### src/rtl/audio_bus_pkg.sv
// rtl/audio_bus_pkg.sv - shared constants and types for the audio bus arbiter
//
// Holds the audio peripheral register map, the arbiter FSM state type and
// the default requester count used by audio_bus_arbiter.
package audio_bus_pkg;

    localparam int unsigned DEFAULT_NUM_REQ = 2;

    localparam logic [31:0] AUDIO_BASE_ADDR       = 32'h0000_3040;
    localparam logic [31:0] AUDIO_FIFO_SPACE_ADDR = 32'h0000_3044;
    localparam logic [31:0] AUDIO_LEFT_DATA_ADDR  = 32'h0000_3048;
    localparam logic [31:0] AUDIO_RIGHT_DATA_ADDR = 32'h0000_304C;

    typedef enum logic [1:0] {
        ST_IDLE  = 2'd0,
        ST_ISSUE = 2'd1,
        ST_WAIT  = 2'd2
    } arb_state_t;

endpackage

### src/rtl/audio_bus_arbiter_if.sv
// rtl/audio_bus_arbiter_if.sv - Avalon-style master bus between arbiter and fabric
//
// Signals: bus_addr, bus_write_data, bus_byte_enable, bus_read, bus_write
// (master -> slave); bus_ack, bus_read_data (slave -> master).
// Modports: master (arbiter side), slave (fabric side).
interface audio_bus_arbiter_if;

    logic [31:0] bus_addr;
    logic [31:0] bus_write_data;
    logic [3:0]  bus_byte_enable;
    logic        bus_read;
    logic        bus_write;
    logic        bus_ack;
    logic [31:0] bus_read_data;

    modport master (
        output bus_addr, bus_write_data, bus_byte_enable, bus_read, bus_write,
        input  bus_ack, bus_read_data
    );

    modport slave (
        input  bus_addr, bus_write_data, bus_byte_enable, bus_read, bus_write,
        output bus_ack, bus_read_data
    );

endinterface

### src/rtl/audio_bus_arbiter_rr_picker.sv
// rtl/audio_bus_arbiter_rr_picker.sv - combinational round-robin winner select
//
// Ports: req (request vector), last_ptr (index of previous owner),
// winner (one-hot), winner_idx (binary index of winner), any_req.
// The search starts at last_ptr+1 and wraps modulo NUM_REQ.
module rr_picker #(
    parameter int  NUM_REQ = 2,
    localparam int PTR_W   = $clog2(NUM_REQ)
) (
    input  logic [NUM_REQ-1:0] req,
    input  logic [PTR_W-1:0]   last_ptr,
    output logic [NUM_REQ-1:0] winner,
    output logic [PTR_W-1:0]   winner_idx,
    output logic               any_req
);

    int idx;

    always_comb begin
        winner     = '0;
        winner_idx = '0;
        idx        = 0;
        any_req    = |req;
        // Scan from farthest to nearest so the nearest requester after the
        // previous owner is the last assignment and therefore wins.
        for (int i = NUM_REQ; i >= 1; i--) begin
            idx = int'(last_ptr) + i;
            if (idx >= NUM_REQ) begin
                idx = idx - NUM_REQ;
            end
            if (req[idx]) begin
                winner     = NUM_REQ'(1) << idx;
                winner_idx = PTR_W'(idx);
            end
        end
    end

endmodule

### src/rtl/audio_bus_arbiter.sv
// rtl/audio_bus_arbiter.sv - round-robin arbiter sharing one Avalon master
//
// Ports: clk, rst (sync active-high); req_rd/req_wr/req_addr/req_wdata/req_be
// per requester; gnt (one-hot owner), done (completion pulse), rdata (read
// data valid with done), timeout_err (sticky); bus (Avalon master modport).
// Optional feature: define AUDIO_BUS_ARB_TIMEOUT_EN to abort a transaction
// after TIMEOUT_CYCLES wait cycles without bus_ack.
module audio_bus_arbiter
    import audio_bus_pkg::*;
#(
    parameter int NUM_REQ        = DEFAULT_NUM_REQ,
    parameter int TIMEOUT_CYCLES = 255
) (
    input  logic                   clk,
    input  logic                   rst,
    input  logic [NUM_REQ-1:0]     req_rd,
    input  logic [NUM_REQ-1:0]     req_wr,
    input  logic [32*NUM_REQ-1:0]  req_addr,
    input  logic [32*NUM_REQ-1:0]  req_wdata,
    input  logic [4*NUM_REQ-1:0]   req_be,
    output logic [NUM_REQ-1:0]     gnt,
    output logic [NUM_REQ-1:0]     done,
    output logic [31:0]            rdata,
    output logic                   timeout_err,
    audio_bus_arbiter_if.master    bus
);

    localparam int PTR_W = $clog2(NUM_REQ);

    arb_state_t         state;
    logic [PTR_W-1:0]   last_owner;
    logic [PTR_W-1:0]   owner;
    logic               op_is_read;

    logic [NUM_REQ-1:0] pick_onehot;
    logic [PTR_W-1:0]   pick_idx;
    logic               pick_any;

    rr_picker #(.NUM_REQ(NUM_REQ)) u_picker (
        .req        (req_rd | req_wr),
        .last_ptr   (last_owner),
        .winner     (pick_onehot),
        .winner_idx (pick_idx),
        .any_req    (pick_any)
    );

`ifdef AUDIO_BUS_ARB_TIMEOUT_EN
    localparam int CNT_W = $clog2(TIMEOUT_CYCLES + 1);
    logic [CNT_W-1:0] wait_cnt;
`else
    assign timeout_err = 1'b0;
`endif

    always_ff @(posedge clk) begin
        if (rst) begin
            state                <= ST_IDLE;
            last_owner           <= PTR_W'(NUM_REQ - 1);
            owner                <= '0;
            op_is_read           <= 1'b0;
            gnt                  <= '0;
            done                 <= '0;
            rdata                <= '0;
            bus.bus_read         <= 1'b0;
            bus.bus_write        <= 1'b0;
            bus.bus_addr         <= '0;
            bus.bus_write_data   <= '0;
            bus.bus_byte_enable  <= '0;
`ifdef AUDIO_BUS_ARB_TIMEOUT_EN
            wait_cnt             <= '0;
            timeout_err          <= 1'b0;
`endif
        end else begin
            done <= '0;
            case (state)
                ST_IDLE: begin
                    if (pick_any) begin
                        gnt                 <= pick_onehot;
                        owner               <= pick_idx;
                        // A read wins over a simultaneous write; the write
                        // stays pending on the level request.
                        op_is_read          <= req_rd[pick_idx];
                        bus.bus_addr        <= req_addr[int'(pick_idx)*32 +: 32];
                        bus.bus_write_data  <= req_wdata[int'(pick_idx)*32 +: 32];
                        bus.bus_byte_enable <= req_be[int'(pick_idx)*4 +: 4];
                        state               <= ST_ISSUE;
                    end
                end
                ST_ISSUE: begin
                    bus.bus_read  <= op_is_read;
                    bus.bus_write <= ~op_is_read;
`ifdef AUDIO_BUS_ARB_TIMEOUT_EN
                    wait_cnt      <= '0;
`endif
                    state         <= ST_WAIT;
                end
                ST_WAIT: begin
                    if (bus.bus_ack) begin
                        bus.bus_read  <= 1'b0;
                        bus.bus_write <= 1'b0;
                        if (op_is_read) begin
                            rdata <= bus.bus_read_data;
                        end
                        done[owner]   <= 1'b1;
                        gnt           <= '0;
                        last_owner    <= owner;
                        state         <= ST_IDLE;
                    end
`ifdef AUDIO_BUS_ARB_TIMEOUT_EN
                    else if (wait_cnt == CNT_W'(TIMEOUT_CYCLES - 1)) begin
                        bus.bus_read  <= 1'b0;
                        bus.bus_write <= 1'b0;
                        rdata         <= '0;
                        done[owner]   <= 1'b1;
                        gnt           <= '0;
                        last_owner    <= owner;
                        timeout_err   <= 1'b1;
                        state         <= ST_IDLE;
                    end else begin
                        wait_cnt <= wait_cnt + 1'b1;
                    end
`endif
                end
                default: state <= ST_IDLE;
            endcase
        end
    end

endmodule

### src/flat_wrapper.sv
// flat-port wrapper written by rule: the top's interface ports become plain ports
module audio_bus_arbiter_flat import audio_bus_pkg::*;
#(
    parameter int NUM_REQ        = DEFAULT_NUM_REQ,
    parameter int TIMEOUT_CYCLES = 255
)
  (clk, rst, req_rd, req_wr, req_addr, req_wdata, req_be, gnt, done, rdata, timeout_err, bus_bus_addr, bus_bus_write_data, bus_bus_byte_enable, bus_bus_read, bus_bus_write, bus_bus_ack, bus_bus_read_data);
  audio_bus_arbiter_if bus_i ();
  input  logic clk;
  input  logic rst;
  input  logic [NUM_REQ-1:0] req_rd;
  input  logic [NUM_REQ-1:0] req_wr;
  input  logic [32*NUM_REQ-1:0] req_addr;
  input  logic [32*NUM_REQ-1:0] req_wdata;
  input  logic [4*NUM_REQ-1:0] req_be;
  output logic [NUM_REQ-1:0] gnt;
  output logic [NUM_REQ-1:0] done;
  output logic [31:0] rdata;
  output logic timeout_err;
  output wire logic [$bits(bus_i.bus_addr)-1:0] bus_bus_addr;
  output wire logic [$bits(bus_i.bus_write_data)-1:0] bus_bus_write_data;
  output wire logic [$bits(bus_i.bus_byte_enable)-1:0] bus_bus_byte_enable;
  output wire logic [$bits(bus_i.bus_read)-1:0] bus_bus_read;
  output wire logic [$bits(bus_i.bus_write)-1:0] bus_bus_write;
  input wire logic [$bits(bus_i.bus_ack)-1:0] bus_bus_ack;
  input wire logic [$bits(bus_i.bus_read_data)-1:0] bus_bus_read_data;
  assign bus_bus_addr = bus_i.bus_addr;
  assign bus_bus_write_data = bus_i.bus_write_data;
  assign bus_bus_byte_enable = bus_i.bus_byte_enable;
  assign bus_bus_read = bus_i.bus_read;
  assign bus_bus_write = bus_i.bus_write;
  assign bus_i.bus_ack = bus_bus_ack;
  assign bus_i.bus_read_data = bus_bus_read_data;
  audio_bus_arbiter #(.NUM_REQ(NUM_REQ), .TIMEOUT_CYCLES(TIMEOUT_CYCLES)) u_core (.clk(clk), .rst(rst), .req_rd(req_rd), .req_wr(req_wr), .req_addr(req_addr), .req_wdata(req_wdata), .req_be(req_be), .gnt(gnt), .done(done), .rdata(rdata), .timeout_err(timeout_err), .bus(bus_i));
endmodule
### config.mk
export PLATFORM = sky130hd
export DESIGN_NAME = audio_bus_arbiter_flat
export DESIGN_NICKNAME = d
export VERILOG_FILES = /design/src/rtl/audio_bus_pkg.sv /design/src/rtl/audio_bus_arbiter_if.sv /design/src/rtl/audio_bus_arbiter_rr_picker.sv /design/src/rtl/audio_bus_arbiter.sv /design/src/flat_wrapper.sv
export SDC_FILE = /design/constraint.sdc
export NUM_CORES = 1
export LEC_CHECK = 0
export BUFFER_PORTS_ARGS = -buffer_cell sky130_fd_sc_hd__buf_2
export CORE_AREA = 2 2 108 110
export DETAILED_ROUTE_END_ITERATION = 8
export DIE_AREA = 0 0 110 112
export PLACE_DENSITY = 0.79
export SYNTH_ARGS = -nofsm -noshare
export SYNTH_HDL_FRONTEND = slang
export SYNTH_SLANG_ARGS = --single-unit
### constraint.sdc
create_clock -name clk -period 2 [get_ports clk]
set_input_delay 0.2 -clock clk [delete_from_list [all_inputs] [get_ports clk]]
set_output_delay 0.2 -clock clk [all_outputs]
set_load 0.01 [all_outputs]
==> out/summary.txt, run 1 <==
status - finished clean
largest net degree at the start of global routing - 53
Post-Syn Area - 0.00481 sq mm
Clock Power Share - 31.0%
Leakage - 2.87 nW
clk root buf - clkbuf_16
pre-CTS setup slack - 0.270 ns
logic gate share of total power - 23.1%
sequential-to-total area share from yosys stat - 46.2%
grt total ovfl - 0
#FFs+latches synth - 111
initial drt markers - 455
mean post-synth cell area - 8.08 sq um
global-route wire length before repair - 25200 um
Final Hold Vio Count - 0
hold buffer count at CTS - 0
H-tree Lvls - 3
most frequent cells after synthesis - dfxtp_1, a21oi_1, nand3_1
number of flops mapped to enable cells by yosys - 0
Layout Cells excl Fill - 981
total track usage - 25.6%
final instance area - 0.00663 sq mm
height of the die - 112 um
endpoints failing setup - 0
final hold slack - 0.0865 ns
FFs w/ async S/R, synth - 0%
gp weighted congestion - 0.811
relative slew slack - 66.0%
Synth area leaders - dfxtp_1, a311oi_1, a21oi_1, nand3_1, o21ai_0
Starting Density - 43.1%
CP Max Fanout - 17
DRT Pass-1 Iters - 5
sequential power share - 45.9%
worst-skew pair later-pin latency - 0.35 ns
Final Total Pwr - 5.56 mW
worst hold path class - input pin to flop
Switching Fraction - 30.4%
Num CTS Buffers - 9
fillcell total - 1097
Crit Path Class - flop to flop
reg2reg start - u_core.last_owner
r2r setup slk - 0.35 ns
vias - 5594
min cycle time layout - 1.65 ns
Mapped Cells - 596
area leader, netlist - dfxtp_1
CTS max path bufs - 2
Setup WS post-layout - 0.346 ns
WP data required - 2.24 ns
r2r worst-path depth - 4
Arr. time, crit path - 1.90 ns
f_max - 604 MHz
drt total wl - 16500 um
dpl cell area - 0.00634 sq mm
Multi-input gate area - 0.00232 sq mm
Die Area - 0.0123 sq mm
crit path capture - u_core.bus.bus_addr[15]
antenna viol nets, final - 0
reg-to-reg critical path endpoint - u_core.bus.bus_addr[15]
Die Width - 110 um
Post-Syn Nets - 771
RSZ-0062 raised after global routing - false
initial antenna violation count - 0
number of warnings issued by yosys - 0
max_cap viols - 0
CTS tree - yes
# diodes - 0
placed insts - 965
postcts setup bufs - 0
Peak VDD IR - 0.390 mV
fin crit share - 82.7%
wire per inst - 16.8 um
vias in the first global route - 5126
CP endpoint kind - flop
Power Density - 838 mW/mm^2
count of cell types in the netlist - 31
DPL Wire Length - 11300 um
PostCTS Resize Cnt - 0
# DRC - 0
Startpoint Class - flop
setup TNS - 0 ns
clock skew - 0.0105 ns
net load switching power - 1.69 mW
internal power - 3.86 mW
post-synth top area share - 46.2%
clock sink count - 111
Critical Path Start - u_core.last_owner
worst slew pin tran - 0.510 ns
core area - 0.0112 sq mm
nets@finish - 1008
max-slew violation count - 0
area grow syn2layout - 37.6%
Synth Flop Type - dfxtp_1
Worst-path clk slew - 0.08 ns
register area - 0.00222 sq mm
Core Rows - 39
most common cell in the synthesized netlist - dfxtp_1
buffers added on ports - 280
layout cell share with drive strength beyond 1 - 38.4%
post-layout util - 59.3%
# IOs - 282
DR vias/cell - 5.70
-- critical path, stage by stage, from the launching register on --
cell and delay, ns:
dfxtp_1 0.46, o21a_2 0.41, buf_4 0.29, o21ai_0 0.10, a311oi_1 0.30
-- sequential cells by signal, summed over array words and instances, names as in the netlist --
| name | cells |
|---|---|
| u_core.bus.bus_write | 1 |
| u_core.last_owner | 1 |
| u_core.owner | 1 |
| u_core.bus.bus_write_data | 32 |
| u_core.bus.bus_addr | 32 |
| u_core.bus.bus_read | 1 |
| u_core.state | 2 |
| u_core.op_is_read | 1 |
| u_core.bus.bus_byte_enable | 4 |
| u_core.rdata | 32 |
| u_core.gnt | 2 |
| u_core.done | 2 |
-- cell type report --
type | instances | area share [%]
clock buffer | 11 | 3.66
clock inverter | 5 | 0.642
inverter | 2 | 0.113
multi-input combinational | 410 | 35.1
sequential | 111 | 33.5
tap | 143 | 2.70
timing repair buffer | 299 | 24.3
-- cells in the final DEF, fill, tap and decap left out, types with 4 or more instances in the layout --
master and count:
a21oi_1 106, a311oi_1 68, buf_12 5, buf_2 279
buf_4 15, clkbuf_16 9, dfxtp_1 111, nand2_1 67
nand3_1 69, nor2_1 4, o21ai_0 65
-- routing by layer --
metal	track usage, %	share of wire [%]	vias to the layer above
met3	7.61	11	24
met5	0	0	-
met2	43.6	49	300
met1	30.1	38	2570
li1	-	-	2700
met4	8.69	1.9	0
-- power by group through the flow --
stage / logic [mW] / registers [mW] / clock network (mW)
2_1_floorplan: 0.611 / 2.68 / 0
5_1_grt: 1.41 / 2.58 / 1.85
3_5_place_dp: 1.29 / 2.60 / 0
6_report: 1.28 / 2.55 / 1.72
3_3_place_gp: 1.27 / 2.59 / 0
4_1_cts: 1.28 / 2.55 / 1.75
-- cells by family after synthesis --
| group | share of synthesized area, % |
|---|---|
| AOI/OAI and AO/OA | 32.3 |
| buffers and inverters | 6.32 |
| DFF | 46.2 |
| other | 0.0779 |
| and+or+nand+nor | 15.1 |
-- worst min-delay path by stage --
stage | cells after the start | endpoint | start
6_report | 3 | u_core.rdata[25] | bus_bus_read_data[25]
3_5_place_dp | 2 | u_core.rdata[8] | u_core.rdata[8]
4_1_cts | 3 | u_core.rdata[25] | bus_bus_read_data[25]
2_1_floorplan | 2 | u_core.rdata[0] | bus_bus_read_data[0]
3_3_place_gp | 1 | u_core.done[0] | u_core.owner
5_1_grt | 3 | u_core.rdata[25] | bus_bus_read_data[25]
(Power assumes the default switching activity.)
==> run 2, diff against run 1 <==
==> constraint.sdc (replaced) <==
create_clock -name clk -period 1.71 [get_ports clk]
set_input_delay 0.171 -clock clk [delete_from_list [all_inputs] [get_ports clk]]
set_output_delay 0.171 -clock clk [all_outputs]
set_load 0.01 [all_outputs]
==> run 2 against run 1 <==
  * Clock skew hardly changed
  * Sequential share of layout area is 0.84 points lower
  * Register-to-register slack got worse by 0.12 ns
  * Maximum frequency up 11%
  * Count of clock-buffer cells in the layout did not move
  * Combinational power rose by 21%
  * Core utilization up 1.5 points
  * Hold slack got worse by 0.028 ns
  * Flip-flop and latch count unchanged
  * Final cell count grew 0.71%
  * Non-clock buffer count is 6 higher
  * Clock power up 25%
==> out/summary.txt, run 2 (same netlist as run 1, synthesis figures left out) <==
Critical Path Max Stage Delay - 0.48 ns (+0.02 ns)
height of the die - 112 um (unchanged)
Top Registers - u_core.bus.bus_addr: 32 flops, u_core.bus.bus_write_data: 32 flops, u_core.rdata: 32 flops
worst path cell trace - o21a_2 -> buf_4 -> o21ai_0 -> a311oi_1
Arr. time, crit path - 1.74 ns (-0.16 ns)
area grow syn2layout - 41.2%
CTS tree - yes
status - finished clean
Die Width - 110 um (unchanged)
postcts setup bufs - 0 (unchanged)
commonest non-fill, non-tap cell in the layout - buf_2
# IOs - 282 (unchanged)
most frequent cells in the layout - buf_2, dfxtp_1, a21oi_1
net load switching power - 1.98 mW (+17%)
Num CTS Buffers - 9 (unchanged)
nets@finish - 1014 (+0.60%)
CP max stage cell - dfxtp_1
clk root buf - clkbuf_16
Switching Fraction - 29.6% (-0.84 points)
grt total ovfl - 0 (unchanged)
worst-skew pair later-pin latency - 0.34 ns (about the same)
DPL Wire Length - 11500 um (+1.2%)
Die Area - 0.0123 sq mm (unchanged)
gp weighted congestion - 0.821 (+1.2%)
CP Max Fanout - 27 (+10)
initial drt markers - 421 (-7.5%)
Startpoint Class - flop
Core Rows - 39 (unchanged)
Starting Density - 43.1% (unchanged)
hold buffer count at CTS - 0 (unchanged)
layout cell share with drive strength beyond 1 - 38.9% (+0.44 points)
Metal-1 WL - 6340 um (+1.5%)
vias - 5674 (+1.4%)
wire per inst - 16.9 um (+0.60%)
core area - 0.0112 sq mm (unchanged)
max_cap viols - 0 (unchanged)
Peak VDD IR - 0.521 mV (+33%)
f_max - 673 MHz (+11%)
clock skew - 0.0103 ns (-0.000146 ns)
DRT Pass-1 Iters - 4 (-1)
setup TNS - 0 ns (unchanged)
Clock Power Share - 32.2% (+1.2 points)
Final Total Pwr - 6.69 mW (+20%)
antenna viol nets, final - 0 (unchanged)
fin crit share - 86.9% (+4.2 points)
vias in the first global route - 5178 (+1.0%)
global-route wire length before repair - 25700 um (+2.0%)
logic gate share of total power - 23.2% (about the same)
WL met3 - 1720 um (-6.7%)
H-tree Lvls - 3 (unchanged)
WP data required - 1.96 ns (-0.28 ns)
initial antenna violation count - 1 (+1)
RSZ-0062 raised after global routing - false
endpoints failing setup - 0 (unchanged)
internal power - 4.71 mW (+22%)
Power Density - 984 mW/mm^2 (+17%)
total track usage - 25.9% (+0.34 points)
met2 wire length - 8090 um (+0.66%)
drt total wl - 16700 um (+1.3%)
CP endpoint kind - flop
Final Hold Vio Count - 0 (unchanged)
sequential power share - 44.7% (-1.2 points)
worst hold path class - input pin to flop
largest net degree at the start of global routing - 70 (+32%)
buffers added on ports - 280 (unchanged)
# DRC - 0 (unchanged)
clock sink count - 111 (unchanged)
Worst-path clk slew - 0.08 ns (about the same)
Highest Signal Layer - met4
CTS max path bufs - 2 (unchanged)
DR vias/cell - 5.74 (+0.71%)
PostCTS Resize Cnt - 0 (unchanged)
max-slew violation count - 0 (unchanged)
Leakage - 2.95 nW (+2.8%)
Crit Path Class - flop to flop
min cycle time layout - 1.49 ns (-0.169 ns)
run 2: critical path: cells and delay by family (launching register included):
family                 cells  cell delay (ns)
AO/OA/AOI/OAI              3             0.64
buffers and inverters      1             0.27
flip-flops                 1             0.48
run 2: path summary, 6_finish.rpt:
check	start	to	slack [ns]	depth (start not counted)
setup / recovery	u_core.last_owner	u_core.bus.bus_write_data[4]	0.22	4
hold / removal	bus_bus_read_data[26]	u_core.rdata[26]	0.06	3
setup reg to reg	u_core.last_owner	u_core.bus.bus_write_data[4]	0.22	4
hold reg to reg	u_core.rdata[16]	u_core.rdata[16]	0.45	2
run 2: layout make-up:
cell class	instances	area, sq um
Fill cell	1037	4380
Multi-Input combinational cell	410	2320
Sequential cell	111	2220
Timing Repair Buffer	305	1750
Clock buffer	11	243
Tap cell	143	179
Clock inverter	5	65.1
Inverter	2	7.51
Antenna cell	1	2.50
run 2: routing by layer:
metal,global-route usage (%),up-vias
met5,0,-
met2,43.8,296
met1,30.6,2634
met4,10.6,0
met3,6.97,35
li1,-,2709
run 2: per-stage QoR:
stage	utilization (%)	worst slack (ns)	cell area (sq um)	cells	hold WS (ns)
floorplan	-	0.292	4810	596	0.307
global placement	58.0	0.0468	6490	971	0.414
detailed placement	58.0	0.0114	6490	971	0.418
CTS	60.8	0.219	6790	987	0.0506
global route	60.8	0.0488	6800	988	0.0588
finish	60.8	0.224	6800	988	0.0587
run 2: power by group through the flow:
stage,Clock [mW],Sequential (mW),Combinational (mW)
after CTS,2.20,2.99,1.55
after detailed placement,0,3.04,1.55
after floorplan,0,3.13,0.715
after global routing,2.31,3.02,1.69
final,2.15,2.99,1.55
after global placement,0,3.03,1.53
==> run 3, diff against run 2 <==
--- a/config.mk
+++ b/config.mk
@@ -9,6 +9,7 @@
 export CORE_AREA = 2 2 108 110
 export DETAILED_ROUTE_END_ITERATION = 8
 export DIE_AREA = 0 0 110 112
+export MAX_ROUTING_LAYER = met4
 export PLACE_DENSITY = 0.79
 export SYNTH_ARGS = -nofsm -noshare
 export SYNTH_HDL_FRONTEND = slang
==> run 3 against run 2 <==
  * Maximum frequency decreased by 1.4%
  * Wire length down 0.17%
  * Clock skew grew 0.0011 ns
  * First-iteration DRC count down 1.2%
==> out/summary.txt, run 3 (same netlist as run 1, synthesis figures left out) <==
total track usage - 26.6% (+0.71 points)
height of the die - 112 um (unchanged)
PostCTS Resize Cnt - 0 (unchanged)
# IOs - 282 (unchanged)
met2 wire length - 8150 um (+0.73%)
RSZ-0062 raised after global routing - false
WP data required - 1.96 ns (about the same)
Final Hold Vio Count - 0 (unchanged)
Worst-path clk slew - 0.08 ns (about the same)
f_max - 664 MHz (-1.4%)
Die Area - 0.0123 sq mm (unchanged)
Die Width - 110 um (unchanged)
Arr. time, crit path - 1.76 ns (+0.02 ns)
Switching Fraction - 29.6% (about the same)
Power Density - 984 mW/mm^2 (about the same)
net load switching power - 1.98 mW (about the same)
gp weighted congestion - 0.833 (+1.5%)
drt total wl - 16600 um (-0.17%)
Crit Path Class - flop to flop
buffers added on ports - 280 (unchanged)
fillcell total - 1037 (unchanged)
internal power - 4.71 mW (about the same)
clock skew - 0.0115 ns (+0.00113 ns)
antenna viol nets, final - 0 (unchanged)
# DRC - 0 (unchanged)
relative slew slack - 66.0%
Peak VDD IR - 0.519 mV (-0.26%)
DR vias/cell - 5.75 (+0.19%)
Leakage - 2.95 nW (unchanged)
CTS max path bufs - 2 (unchanged)
setup TNS - 0 ns (unchanged)
clock sink count - 111 (unchanged)
final instance area - 0.00680 sq mm (unchanged)
initial antenna violation count - 1 (unchanged)
worst-skew pair later-pin latency - 0.34 ns (about the same)
postcts setup bufs - 0 (unchanged)
max-slew violation count - 0 (unchanged)
clk root buf - clkbuf_16
CTS tree - yes
Layout Cells excl Fill - 988 (unchanged)
vias in the first global route - 5202 (+0.46%)
DRT Pass-1 Iters - 6 (+2)
register area - 0.00222 sq mm (unchanged)
Num CTS Buffers - 9 (unchanged)
wire per inst - 16.8 um (-0.17%)
Starting Density - 43.1% (unchanged)
core area - 0.0112 sq mm (unchanged)
max_cap viols - 0 (unchanged)
logic gate share of total power - 23.2% (about the same)
min cycle time layout - 1.51 ns (+0.0211 ns)
worst path cell trace - o21a_2 -> buf_4 -> o21ai_0 -> a311oi_1
Top Registers - u_core.bus.bus_addr: 32 flops, u_core.bus.bus_write_data: 32 flops, u_core.rdata: 32 flops
nets@finish - 1014 (unchanged)
Startpoint Class - flop
area grow syn2layout - 41.2% (unchanged)
layout cell share with drive strength beyond 1 - 38.9% (unchanged)
CP Max Fanout - 27 (unchanged)
fin crit share - 88.1% (+1.2 points)
most frequent cells in the layout - buf_2, dfxtp_1, a21oi_1
worst slew pin tran - 0.509 ns
worst hold path class - input pin to flop
DPL Wire Length - 11500 um (unchanged)
status - finished clean
endpoints failing setup - 0 (unchanged)
Final Total Pwr - 6.69 mW (about the same)
post-layout util - 60.8% (unchanged)
hold buffer count at CTS - 0 (unchanged)
Critical Path Max Stage Delay - 0.48 ns (about the same)
CP endpoint kind - flop
Highest Signal Layer - met4
vias - 5685 (+0.19%)
grt total ovfl - 0 (unchanged)
largest net degree at the start of global routing - 70 (unchanged)
Multi-input gate area - 0.00232 sq mm (unchanged)
H-tree Lvls - 3 (unchanged)
global-route wire length before repair - 25600 um (-0.32%)
initial drt markers - 416 (-1.2%)
Core Rows - 39 (unchanged)
commonest non-fill, non-tap cell in the layout - buf_2
placed insts - 971 (unchanged)
Metal-1 WL - 6390 um (+0.77%)
sequential power share - 44.7% (about the same)
Clock Power Share - 32.2% (about the same)
CP max stage cell - dfxtp_1
WL met3 - 1590 um (-7.8%)
dpl cell area - 0.00649 sq mm (unchanged)
-- run 3: cell type report --
type	instances	share of cell area, %
tap	143	2.63
timing repair buffer	305	25.8
inverter	2	0.110
clock buffer	11	3.57
antenna	1	0.0368
clock inverter	5	0.957
sequential	111	32.7
multi-input combinational	410	34.2
-- run 3: path summary, 6_finish.rpt --
check | start | endpoint | slack (ns) | depth (start not counted)
worst max-delay path | u_core.last_owner | u_core.bus.bus_write_data[21] | 0.20 | 4
worst min-delay path | bus_bus_read_data[26] | u_core.rdata[26] | 0.06 | 3
worst max register to register | u_core.last_owner | u_core.bus.bus_write_data[21] | 0.20 | 4
worst min register to register | u_core.rdata[16] | u_core.rdata[16] | 0.45 | 2
-- run 3: critical path, delay by kind of cell, from the launching register on --
kind,cells,cell delay [ns]
flops,1,0.48
buf+inv,1,0.28
compound gates,3,0.64
-- run 3: power groups by stage --
stage	Clock, mW	Sequential (mW)	Combinational, mW
floorplan	0	3.13	0.715
global placement	0	3.03	1.53
detailed placement	0	3.04	1.55
CTS	2.20	2.99	1.55
global route	2.30	3.02	1.69
finish	2.15	2.99	1.55
-- run 3: metrics by stage --
step	setup WS, ns	hold slack, ns
after global placement	0.0468	0.414
after global routing	0.0488	0.0604
final	0.203	0.0603
after detailed placement	0.0114	0.418
after CTS	0.219	0.0506
after floorplan	0.292	0.307
-- run 3: per-layer routing --
metal,up-vias,global-route usage (%)
met5,-,-
met4,0,10.6
met3,33,5.33
met2,288,43.9
met1,2656,31.3
li1,2708,-
